==> config.mk <==
export PLATFORM = sky130hd
export DESIGN_NAME = fetch_unit_flat
export DESIGN_NICKNAME = d
export VERILOG_FILES = /design/src/rtl/fetch_unit_if.sv /design/src/rtl/fetch_unit.sv /design/src/flat_wrapper.sv
export SDC_FILE = /design/constraint.sdc
export NUM_CORES = 1
export LEC_CHECK = 0
export ABC_AREA = 1
export ABC_CLOCK_PERIOD_IN_PS = 9850
export BUFFER_PORTS_ARGS = -buffer_cell sky130_fd_sc_hd__buf_2
export CAP_MARGIN = 20
export CORE_ASPECT_RATIO = 0.7
export CORE_UTILIZATION = 52
export DETAILED_ROUTE_END_ITERATION = 8
export PLACE_DENSITY = 0.8
export SKIP_CTS_REPAIR_TIMING = 1
export SYNTH_ARGS = -nofsm -noshare
export SYNTH_HDL_FRONTEND = slang
export SYNTH_SLANG_ARGS = --single-unit
==> constraint.sdc <==
create_clock -name clk -period 9.85 [get_ports clk]
set_clock_uncertainty 0.15 [all_clocks]
set_input_delay 1.4775 -clock clk [delete_from_list [all_inputs] [get_ports clk]]
set_output_delay 1.4775 -clock clk [all_outputs]
set_load 0.02 [all_outputs]
==> src/rtl/fetch_unit_if.sv <==
// Instruction-memory request/response handshake between the fetch stage and imem.
// One outstanding request: req/addr qualified by ready, data returned on rvalid.
interface fetch_unit_if;
  logic        req;
  logic [31:0] addr;
  logic        ready;
  logic        rvalid;
  logic [31:0] rdata;

  modport master (output req, addr, input ready, rvalid, rdata);
  modport slave  (input req, addr, output ready, rvalid, rdata);
endinterface

==> src/rtl/fetch_unit.sv <==
// Instruction fetch stage: issues single-outstanding imem fetches at pc_in, fills
// the IF/ID register, throttles the PC adder via pc_stop and squashes on jump_start.
module fetch_unit #(
  parameter logic [31:0] NOP_INSTR = 32'h0000_0000
) (
  input  logic         clk,
  input  logic         reset,
  input  logic [31:0]  pc_in,
  input  logic         jump_start,
  input  logic         id_stall,
  fetch_unit_if.master imem,
  output logic         pc_stop,
  output logic         if_valid,
  output logic [31:0]  if_instr,
  output logic [31:0]  if_pc
);

  typedef enum logic [1:0] {IDLE, REQ, WAIT, HOLD} state_t;

  state_t      state, state_nx;
  logic [31:0] req_pc;
  logic [31:0] buf_instr;
  logic        discard;
  logic        slot_free;
  logic        wait_commit;
  logic        hold_commit;

  assign slot_free = !if_valid || !id_stall;

  // NOTE: state is updated with non-blocking assignments so every flop samples
  // pre-edge values; the asynchronous reset clears all of it, no edge required.
  always_ff @(posedge clk or posedge reset) begin
    if (reset) state <= IDLE;
    else       state <= state_nx;
  end

  // NOTE: each combinational output gets a default before the case so no path
  // leaves it unassigned, which would otherwise infer a latch.
  always_comb begin
    state_nx = state;
    case (state)
      IDLE: state_nx = REQ;
      REQ:  if (imem.ready) state_nx = WAIT;
      WAIT: if (imem.rvalid) state_nx = (jump_start || discard || slot_free) ? REQ : HOLD;
      HOLD: if (jump_start || !id_stall) state_nx = REQ;
      default: state_nx = IDLE;
    endcase
  end

  always_comb begin
    imem.req    = (state == REQ);
    imem.addr   = (state == REQ) ? {pc_in[31:2], 2'b00} : 32'h0;
    wait_commit = (state == WAIT) && imem.rvalid && !discard && slot_free && !jump_start;
    hold_commit = (state == HOLD) && !id_stall && !jump_start;
    // PC advances once per committed instruction or flushed fetch, never otherwise.
    pc_stop     = !(wait_commit || hold_commit || jump_start);
  end

  always_ff @(posedge clk or posedge reset) begin
    if (reset) begin
      discard   <= 1'b0;
      req_pc    <= 32'h0;
      buf_instr <= 32'h0;
    end else begin
      if (state == REQ && imem.ready) begin
        req_pc  <= {pc_in[31:2], 2'b00};
        // A jump during acceptance orphans the response that is now in flight.
        discard <= jump_start;
      end else if (state == WAIT) begin
        if (imem.rvalid)     discard <= 1'b0;
        else if (jump_start) discard <= 1'b1;
      end
      if (state == WAIT && imem.rvalid && !discard && !slot_free && !jump_start)
        buf_instr <= imem.rdata;
    end
  end

  always_ff @(posedge clk or posedge reset) begin
    if (reset) begin
      if_valid <= 1'b0;
      if_instr <= NOP_INSTR;
      if_pc    <= 32'h0;
    end else if (jump_start) begin
      if_valid <= 1'b0;
      if_instr <= NOP_INSTR;
    end else if (wait_commit) begin
      if_valid <= 1'b1;
      if_instr <= imem.rdata;
      if_pc    <= req_pc;
    end else if (hold_commit) begin
      if_valid <= 1'b1;
      if_instr <= buf_instr;
      if_pc    <= req_pc;
    end else if (!id_stall) begin
      if_valid <= 1'b0;
      if_instr <= NOP_INSTR;
    end
  end

endmodule

==> src/flat_wrapper.sv <==
// flat-port wrapper written by rule: the top's interface ports become plain ports
module fetch_unit_flat 
#(
  parameter logic [31:0] NOP_INSTR = 32'h0000_0000
)
  (clk, reset, pc_in, jump_start, id_stall, pc_stop, if_valid, if_instr, if_pc, imem_req, imem_addr, imem_ready, imem_rvalid, imem_rdata);
  fetch_unit_if imem_i ();
  input  logic clk;
  input  logic reset;
  input  logic [31:0] pc_in;
  input  logic jump_start;
  input  logic id_stall;
  output logic pc_stop;
  output logic if_valid;
  output logic [31:0] if_instr;
  output logic [31:0] if_pc;
  output wire logic [$bits(imem_i.req)-1:0] imem_req;
  output wire logic [$bits(imem_i.addr)-1:0] imem_addr;
  input wire logic [$bits(imem_i.ready)-1:0] imem_ready;
  input wire logic [$bits(imem_i.rvalid)-1:0] imem_rvalid;
  input wire logic [$bits(imem_i.rdata)-1:0] imem_rdata;
  assign imem_req = imem_i.req;
  assign imem_addr = imem_i.addr;
  assign imem_i.ready = imem_ready;
  assign imem_i.rvalid = imem_rvalid;
  assign imem_i.rdata = imem_rdata;
  fetch_unit #(.NOP_INSTR(NOP_INSTR)) u_core (.clk(clk), .reset(reset), .pc_in(pc_in), .jump_start(jump_start), .id_stall(id_stall), .imem(imem_i), .pc_stop(pc_stop), .if_valid(if_valid), .if_instr(if_instr), .if_pc(if_pc));
endmodule
==> metrics.cfg, run 1 <==
[power_and_ir_drop]
power_frac_seq_pct=36.7
swShare_pct=34.11
peakVddDrop_mv=0.1455
power_frac_clock_pct=35.0
power.net_switching_mw=0.6795
internal_power_mw=1.313
pwr-share-comb_pct=28.3
power.density_mw_per_mm2=267.7
total_power_mw=1.992
power.leakage_nw=4.560

[logic_synthesis]
synth_seq_area_share_pct=54.12
dominantRegCellSynth=dfrtp_1
synth_warnings=0
ys_seq_elements=128
yosysTopAreaCell=dfrtp_1
synth_edf_count=0
synthCells=758
synth_cell_types=19
synth_top_area_share_pct=54.12
syn_area_mm2=0.005918
synthTopCellsByArea=dfrtp_1 (54%), nand2_1 (20%), nand3_1 (8.4%)
async_flop_share_pct=100.0
postSynthAreaPerCell_um2=7.808

[die]
initial_core_util_pct=53.56
core-area_mm2=0.01105
die_w_um=129.5
die-area_mm2=0.01182
die_y_um=91.26
rows=32
ios=169

[clocking]
clkSlewWorstSetupHoldPaths_ns=0.05
cts_root_buf=clkbuf_16
clockBufferDepth=2
clk_latency_ns=0.40
cts_tree=yes
htree_levels=4
cts.sinks=128
numCtsBuffers=17

[sta]
finalCritPeriodShare_pct=44.60
max_freq_mhz=227.6
finalSetupViolations=0
hold_viol=0
slew_headroom_pct=36.44
rsz0062_at_grt=false
whs_ns=0.3176
tightest_slew_ns=0.9535
final_max_slew_viol_count=0
fin_tns_setup_ns=0
fin_crit_ns=4.393

[job]
drv_cap=0

[placement]
port_buffers=162
hpwl_mm=8.801
place_congestion=0.7795

[worst_setup_path]
path_class=in -> out
cp-end-kind=output pin
crit_arrival_ns=2.77
cp-start-kind=input port
path_max_fanout=34
critPathRequiredTime_ns=8.22

[global_routing]
antenna_found_initial=0
grt.total_usage_pct=25.81
grt_start_max_net_pins=97
grt_pass1_wl_mm=23.68
grt_pass1_vias=4953
grt-ovfl-total=0

[finish]
num_antenna_cells=0
fin_util_pct=67.36
syn2layout_area_growth_pct=25.77
drive_gt1_share_pct=23.41
final_nets=970

[hold_path]
min_path_type=reg -> reg

[route]
drt_iter0_drc=536
vias=5449
wl_mm=14.53
drtAntennaViolNets=0
wl_per_cell_um=13.67
drcViolationCount=0
firstDrtPassIters=5
viasPerCell=5.126

[status]
outcome=finished clean

final timing paths:
path	from	endpoint	slack, ns	depth (start not counted)
worst max-delay path	imem_rvalid	pc_stop	5.46	7
worst min-delay path	u_core.req_pc[12]	u_core.if_pc[12]	0.32	2
worst max register to register	u_core.state[0]	u_core.if_pc[7]	6.80	10
worst min register to register	u_core.req_pc[12]	u_core.if_pc[12]	0.32	2
max in group asynchronous	reset	u_core.if_instr[29]	7.17	3
min in group asynchronous	reset	u_core.if_instr[21]	1.04	2
cells in the final DEF, fill, tap and decap left out, drive strengths merged:
cell type,n
nand2,321
buf,172
dfrtp,128
nand3,101
inv,75
o21ai,36
nand4,32
clkbuf,22
bufinv,5
nor2,5
conb,4
ha,3
clkinv,3
clkinvlp,2
a21oi,1
critical path, stage by stage:
cell,delay (ns)
buf_2,0.10
nand2_1,0.08
nor2_4,0.67
nand3_4,0.12
nand3_1,0.12
inv_2,0.04
buf_2,0.15
metal layers:
metal  vias to the layer above  GRT usage, %  share of wire [%]
met5                         -             0                  0
met4                         0         7.267               0.78
met3                        10         6.128                7.1
met2                       239         39.78                 45
met1                      2540         36.41                 47
li1                       2660             -                  -
power groups by stage:
stage / combinational [mW] / sequential, mW / clock, mW
after detailed placement: 0.561 / 0.736 / 0
after global routing: 0.628 / 0.746 / 0.731
after CTS: 0.565 / 0.730 / 0.705
final: 0.564 / 0.731 / 0.697
after floorplan: 0.317 / 0.796 / 0
after global placement: 0.548 / 0.733 / 0
cell type report:
class                           count  area (um^2)
Fill cell                         949         3607
Clock buffer                       22        484.2
Sequential cell                   128         3203
Inverter                           75        284.0
Clock inverter                     10        180.2
Tap cell                          153        191.4
Timing Repair Buffer              172        905.9
Multi-Input combinational cell    503         2195
per-stage QoR:
stage	cells	worst slack (ns)	instance area [um^2]
floorplan	761	4.810	5929
global placement	1030	5.469	6751
global route	1063	5.358	7443
CTS	1062	5.465	7416
finish	1063	5.457	7443
detailed placement	1030	5.472	6751
synthesized netlist by cell type, types with 3 or more instances:
| library cell | instances |
|---|---|
| buf_1 | 4 |
| buf_2 | 4 |
| buf_4 | 5 |
| buf_6 | 4 |
| clkbuf_1 | 38 |
| dfrtp_1 | 128 |
| ha_1 | 3 |
| inv_1 | 70 |
| inv_2 | 5 |
| nand2_1 | 321 |
| nand3_1 | 99 |
| nand4_1 | 32 |
| nor2_1 | 4 |
| o21ai_1 | 34 |
sequential cells by signal, indices dropped and copies added, names as in the netlist:
name	cells
u_core.buf_instr	32
u_core.if_valid	1
u_core.if_instr	32
u_core.if_pc	30
u_core.discard	1
u_core.state	2
u_core.req_pc	30
logic make-up after synthesis:
kind of cell | synth area share (%)
other cells | 0.06336
fa+ha+maj | 0.6343
buf+inv | 9.154
compound gates | 3.129
simple gates | 32.90
flops | 54.12
No activity file was read; power rests on OpenSTA's default activity.
==> run 2, diff against run 1 <==
Settings changed: ABC_CLOCK_PERIOD_IN_PS 9850 to 3900, CORE_UTILIZATION 52 to 47, PLACE_DENSITY 0.8 to 0.76.
Clock period 9.85 ns to 3.9 ns, I/O delays scaled along.
==> metrics.cfg, run 2 (synthesis gave the netlist of run 1 again) <==
[sta]
rsz0062_at_grt=false
slew_headroom_pct=53.58  ; +17 points
fin_crit_ns=3.115
fin_ws_ns=0.7846  ; -4.673 ns
finalCritPeriodShare_pct=79.88
fin_tns_setup_ns=0  ; unchanged
final_max_slew_viol_count=0  ; unchanged
tightest_slew_ns=0.6955  ; -0.2580 ns
max_freq_mhz=321.0
hold_viol=0  ; unchanged
finalSetupViolations=0  ; unchanged
whs_ns=0.2307  ; -0.08693 ns

[route]
wl_per_cell_um=14.13  ; +3.4%
vias=5373  ; -1.4%
viasPerCell=5.007  ; -2.3%
drcViolationCount=0  ; unchanged
drtAntennaViolNets=0  ; unchanged
drt_iter0_drc=314  ; -41%
firstDrtPassIters=5  ; unchanged
wl_mm=15.17  ; +4.4%

[global_routing]
antenna_found_initial=0  ; unchanged
grt_start_max_net_pins=48  ; -51%
grt.total_usage_pct=24.41  ; -1.4 points
grt_pass1_vias=4884  ; -1.4%
grt-ovfl-total=0  ; unchanged
grt_pass1_wl_mm=24.18  ; +2.1%

[job]
drv_cap=0  ; unchanged

[finish]
num_antenna_cells=0  ; unchanged
syn2layout_area_growth_pct=25.71  ; about the same
layout_commonest_cell=nand2_1
drive_gt1_share_pct=23.80  ; +0.39 points
largest_registers=u_core.buf_instr: 32 flops, u_core.if_instr: 32 flops
final_nets=977  ; +0.72%
final_cell_mix=nand2_1 (321), buf_2 (162), dfrtp_1 (128)

[status]
outcome=finished clean

[worst_setup_path]
path_max_fanout=39  ; +15%
cp-end-kind=output pin
path_class=reg -> out
crit_arrival_ns=2.38  ; -0.39 ns
r2r_start=u_core.state[0]
critPathRequiredTime_ns=3.16  ; -5.06 ns
cp-start-kind=flop
critPathLaunch=u_core.state[0]

[die]
die-area_mm2=0.01305  ; +10%
die_w_um=136.1  ; +5.1%
rows=33  ; +3.1%
ios=169  ; unchanged
die_y_um=95.89  ; +5.1%
core-area_mm2=0.01197  ; +8.4%
initial_core_util_pct=49.43  ; -4.1 points

[placement]
port_buffers=162  ; unchanged
hpwl_mm=9.605  ; +9.1%
place_congestion=0.8087  ; +3.7%
place_ws_ns=1.225  ; -4.246 ns

[power_and_ir_drop]
power_frac_clock_pct=32.1  ; -2.9 points
swShare_pct=35.72  ; +1.6 points
power.density_mw_per_mm2=647.8  ; +140%
power.net_switching_mw=1.722  ; +150%
peakVddDrop_mv=0.3544  ; +140%
pwr-share-comb_pct=29.6  ; +1.3 points
power_frac_seq_pct=38.3  ; +1.6 points
power.leakage_nw=4.554  ; -0.12%
internal_power_mw=3.098  ; +140%

[clocking]
cts_root_buf=clkbuf_16
clockBufferDepth=2  ; unchanged
cts.sinks=128  ; unchanged
htree_levels=4  ; unchanged
numCtsBuffers=17  ; unchanged
cts_tree=yes
clk_latency_ns=0.41  ; about the same
clkSlewWorstSetupHoldPaths_ns=0.06  ; about the same

[hold_path]
min_from=pc_in[13]
min_path_type=in -> reg

[run 2: area by class of cell]
class,instances,area (um^2)
Tap cell,157,196.4
Timing Repair Buffer,179,978.4
Multi-Input combinational cell,503,2195
Inverter,75,285.3
Clock buffer,21,470.5
Clock inverter,10,111.4
Sequential cell,128,3203
Fill cell,1072,4534
[run 2: routing by layer]
metal  up-vias  routed length (um)  share of wire (%)  track usage (%)
li1       2674                   -                  -                -
met4         0                 138               0.91            6.481
met1      2491                7485                 49            35.53
met2       197                6485                 43            36.46
met3        11                1057                7.0            5.687
met5         -                   0                  0                0
[run 2: critical path: stages (launching register included)]
cell	delay, ns
dfrtp_1	0.40
inv_1	0.08
ha_1	0.23
nand2_1	0.11
nor2_4	0.25
nand3_4	0.43
nand3_1	0.28
inv_2	0.04
buf_2	0.15
[run 2: path summary, 6_finish.rpt]
check | endpoint | slack (ns) | depth (start not counted)
max | pc_stop | 0.78 | 8
min | u_core.req_pc[13] | 0.23 | 3
max in group asynchronous | u_core.req_pc[9] | 2.35 | 5
max reg2reg | u_core.buf_instr[8] | 1.36 | 8
min in group asynchronous | u_core.if_instr[20] | 0.49 | 3
min reg2reg | u_core.if_pc[30] | 0.31 | 2
[run 2: per-stage QoR]
stage	utilization (%)	area [um^2]	power (mW)	instances
5_1_grt	62.13	7440	5.124	1073
6_report	62.13	7440	4.820	1073
4_1_cts	61.88	7410	4.853	1071
2_1_floorplan	-	5933	2.812	761
3_3_place_gp	57.02	6828	3.254	1040
3_5_place_dp	57.02	6828	3.291	1040
[run 2: power groups by stage]
| stage | registers, mW | logic, mW | clock network, mW |
|---|---|---|---|
| detailed placement | 1.86 | 1.43 | 0 |
| finish | 1.84 | 1.43 | 1.55 |
| floorplan | 2.01 | 0.801 | 0 |
| CTS | 1.84 | 1.44 | 1.57 |
| global route | 1.88 | 1.60 | 1.64 |
| global placement | 1.84 | 1.41 | 0 |
==> run 3, diff against run 2 <==
Settings changed: ABC_CLOCK_PERIOD_IN_PS 3900 to 3100, CORE_UTILIZATION 47 to 52, PLACE_DENSITY 0.76 to 0.8.
Clock period 3.9 ns to 3.1 ns, I/O delays scaled along.
==> metrics.cfg, run 3 (synthesis gave the netlist of run 1 again) <==
[job]
drv_cap=0  ; unchanged

[finish]
stdcell_count=1066  ; -0.65%
syn2layout_area_growth_pct=25.43
final_area_mm2=0.007423  ; -0.22%
num_antenna_cells=0  ; unchanged
layout_commonest_cell=nand2_1
drive_gt1_share_pct=23.55  ; -0.25 points
final_cell_mix=nand2_1 (321), buf_2 (162), dfrtp_1 (128)
largest_registers=u_core.buf_instr: 32 flops, u_core.if_instr: 32 flops
final_nets=976  ; -0.10%

[die]
die_y_um=91.26  ; -4.8%
die_w_um=129.5  ; -4.9%
die-area_mm2=0.01182  ; -9.5%
rows=32  ; -3.0%
ios=169  ; unchanged
initial_core_util_pct=53.56  ; +4.1 points
core-area_mm2=0.01105  ; -7.7%

[sta]
final_max_slew_viol_count=0  ; unchanged
fin_tns_setup_ns=0  ; unchanged
slew_headroom_pct=58.23  ; +4.6 points
finalCritPeriodShare_pct=81.18
tightest_slew_ns=0.6257  ; -0.06980 ns
max_freq_mhz=397.4
hold_viol=0  ; unchanged
finalSetupViolations=0  ; unchanged
rsz0062_at_grt=false
fin_crit_ns=2.516

[worst_setup_path]
path_max_fanout=18  ; -54%
cp-start-kind=flop
cp-end-kind=output pin
critPathLaunch=u_core.state[0]
critPathRequiredTime_ns=2.48  ; -0.68 ns
rr_worst_depth=9  ; +1
r2r_start=u_core.state[0]
path_class=reg -> out
crit_arrival_ns=1.90  ; -0.48 ns

[global_routing]
grt_start_max_net_pins=65  ; +35%
grt-ovfl-total=0  ; unchanged
grt.total_usage_pct=25.83  ; +1.4 points
grt_pass1_vias=4870  ; -0.29%
grt_pass1_wl_mm=23.52  ; -2.7%
antenna_found_initial=0  ; unchanged

[route]
firstDrtPassIters=5  ; unchanged
drcViolationCount=0  ; unchanged
viasPerCell=5.087  ; +1.6%
drt_iter0_drc=364  ; +16%
wl_per_cell_um=13.52  ; -4.4%
drtAntennaViolNets=0  ; unchanged
wl_mm=14.41  ; -5.0%
vias=5423  ; +0.93%

[clocking]
clkSlewWorstSetupHoldPaths_ns=0.05  ; about the same
cts.sinks=128  ; unchanged
cts_tree=yes
htree_levels=4  ; unchanged
numCtsBuffers=17  ; unchanged
clk_latency_ns=0.40  ; about the same
clockBufferDepth=2  ; unchanged
cts_root_buf=clkbuf_16

[hold_path]
min_path_type=in -> reg
holdPathStages=3  ; unchanged
min_from=pc_in[16]

[status]
outcome=finished clean

[power_and_ir_drop]
power.density_mw_per_mm2=823.5  ; +27%
power.leakage_nw=4.561  ; +0.15%
peakVddDrop_mv=0.5060  ; +43%

[placement]
place_congestion=0.7779  ; -3.8%
hpwl_mm=8.976  ; -6.5%
dpl_cell_area_mm2=0.006810  ; -0.26%
placedCellCount=1036  ; -0.38%
port_buffers=162  ; unchanged

==> run 3: changes by cell type in the layout (fill, tap and decap cells not counted) <==
cell and delta:
clkinv_2 -1, buf_12 -2, buf_4 +1, clkinv_4 -1
bufinv_16 +1, clkbuf_8 +2, clkinvlp_4 -3
==> run 3: report_power, final <==
part | switching, mW | internal, mW | total [mW]
registers | 0.228 | 2.09 | 2.32
clock network | 0.653 | 1.35 | 2.01
logic | 1.22 | 0.571 | 1.79
==> run 3: layout make-up <==
cell class / instances / area, um^2
fillers: 969 / 3627
flip-flops and latches: 128 / 3203
inverters: 75 / 285.3
clock buffers: 23 / 498.0
multi-input cells: 503 / 2195
well taps: 153 / 191.4
repair buffers: 178 / 945.9
clock inverters: 6 / 105.1
==> run 3: worst max-delay path, cell delays in order, from the launching register on <==
cell and delay [ns]:
dfrtp_1 0.39, inv_1 0.08, ha_1 0.23, nand2_1 0.11
nor2_4 0.13, nand3_4 0.21, nand3_1 0.17, inv_2 0.03
buf_2 0.15
==> run 3: final timing paths <==
| path | endpoint | slack (ns) |
|---|---|---|
| setup / recovery | pc_stop | 0.58 |
| hold / removal | u_core.req_pc[16] | 0.12 |
| setup reg to reg | u_core.buf_instr[0] | 0.84 |
| hold reg to reg | u_core.if_pc[9] | 0.31 |
| max in group asynchronous | u_core.req_pc[9] | 1.69 |
| min in group asynchronous | u_core.if_instr[18] | 0.40 |
==> run 3: metal layers <==
layer	share of wire, %	GRT usage, %	up-vias
met1	49	38.56	2526
met4	0.76	5.426	0
met3	6.5	6.895	10
li1	-	-	2677
met5	0	0	-
met2	44	37.68	210
==> run 3: per-stage QoR <==
stage | setup slack [ns] | util, % | hold WS [ns] | power (mW)
6_report | 0.5835 | 67.18 | 0.1226 | 6.113
5_1_grt | 0.4354 | 67.18 | 0.1107 | 6.486
4_1_cts | 0.5624 | 67.09 | -0.1743 | 6.157
3_5_place_dp | 0.8876 | 61.63 | 0.2569 | 4.121
3_3_place_gp | 0.9307 | 61.63 | 0.2516 | 4.075
2_1_floorplan | 0.9038 | - | 0.2922 | 3.537
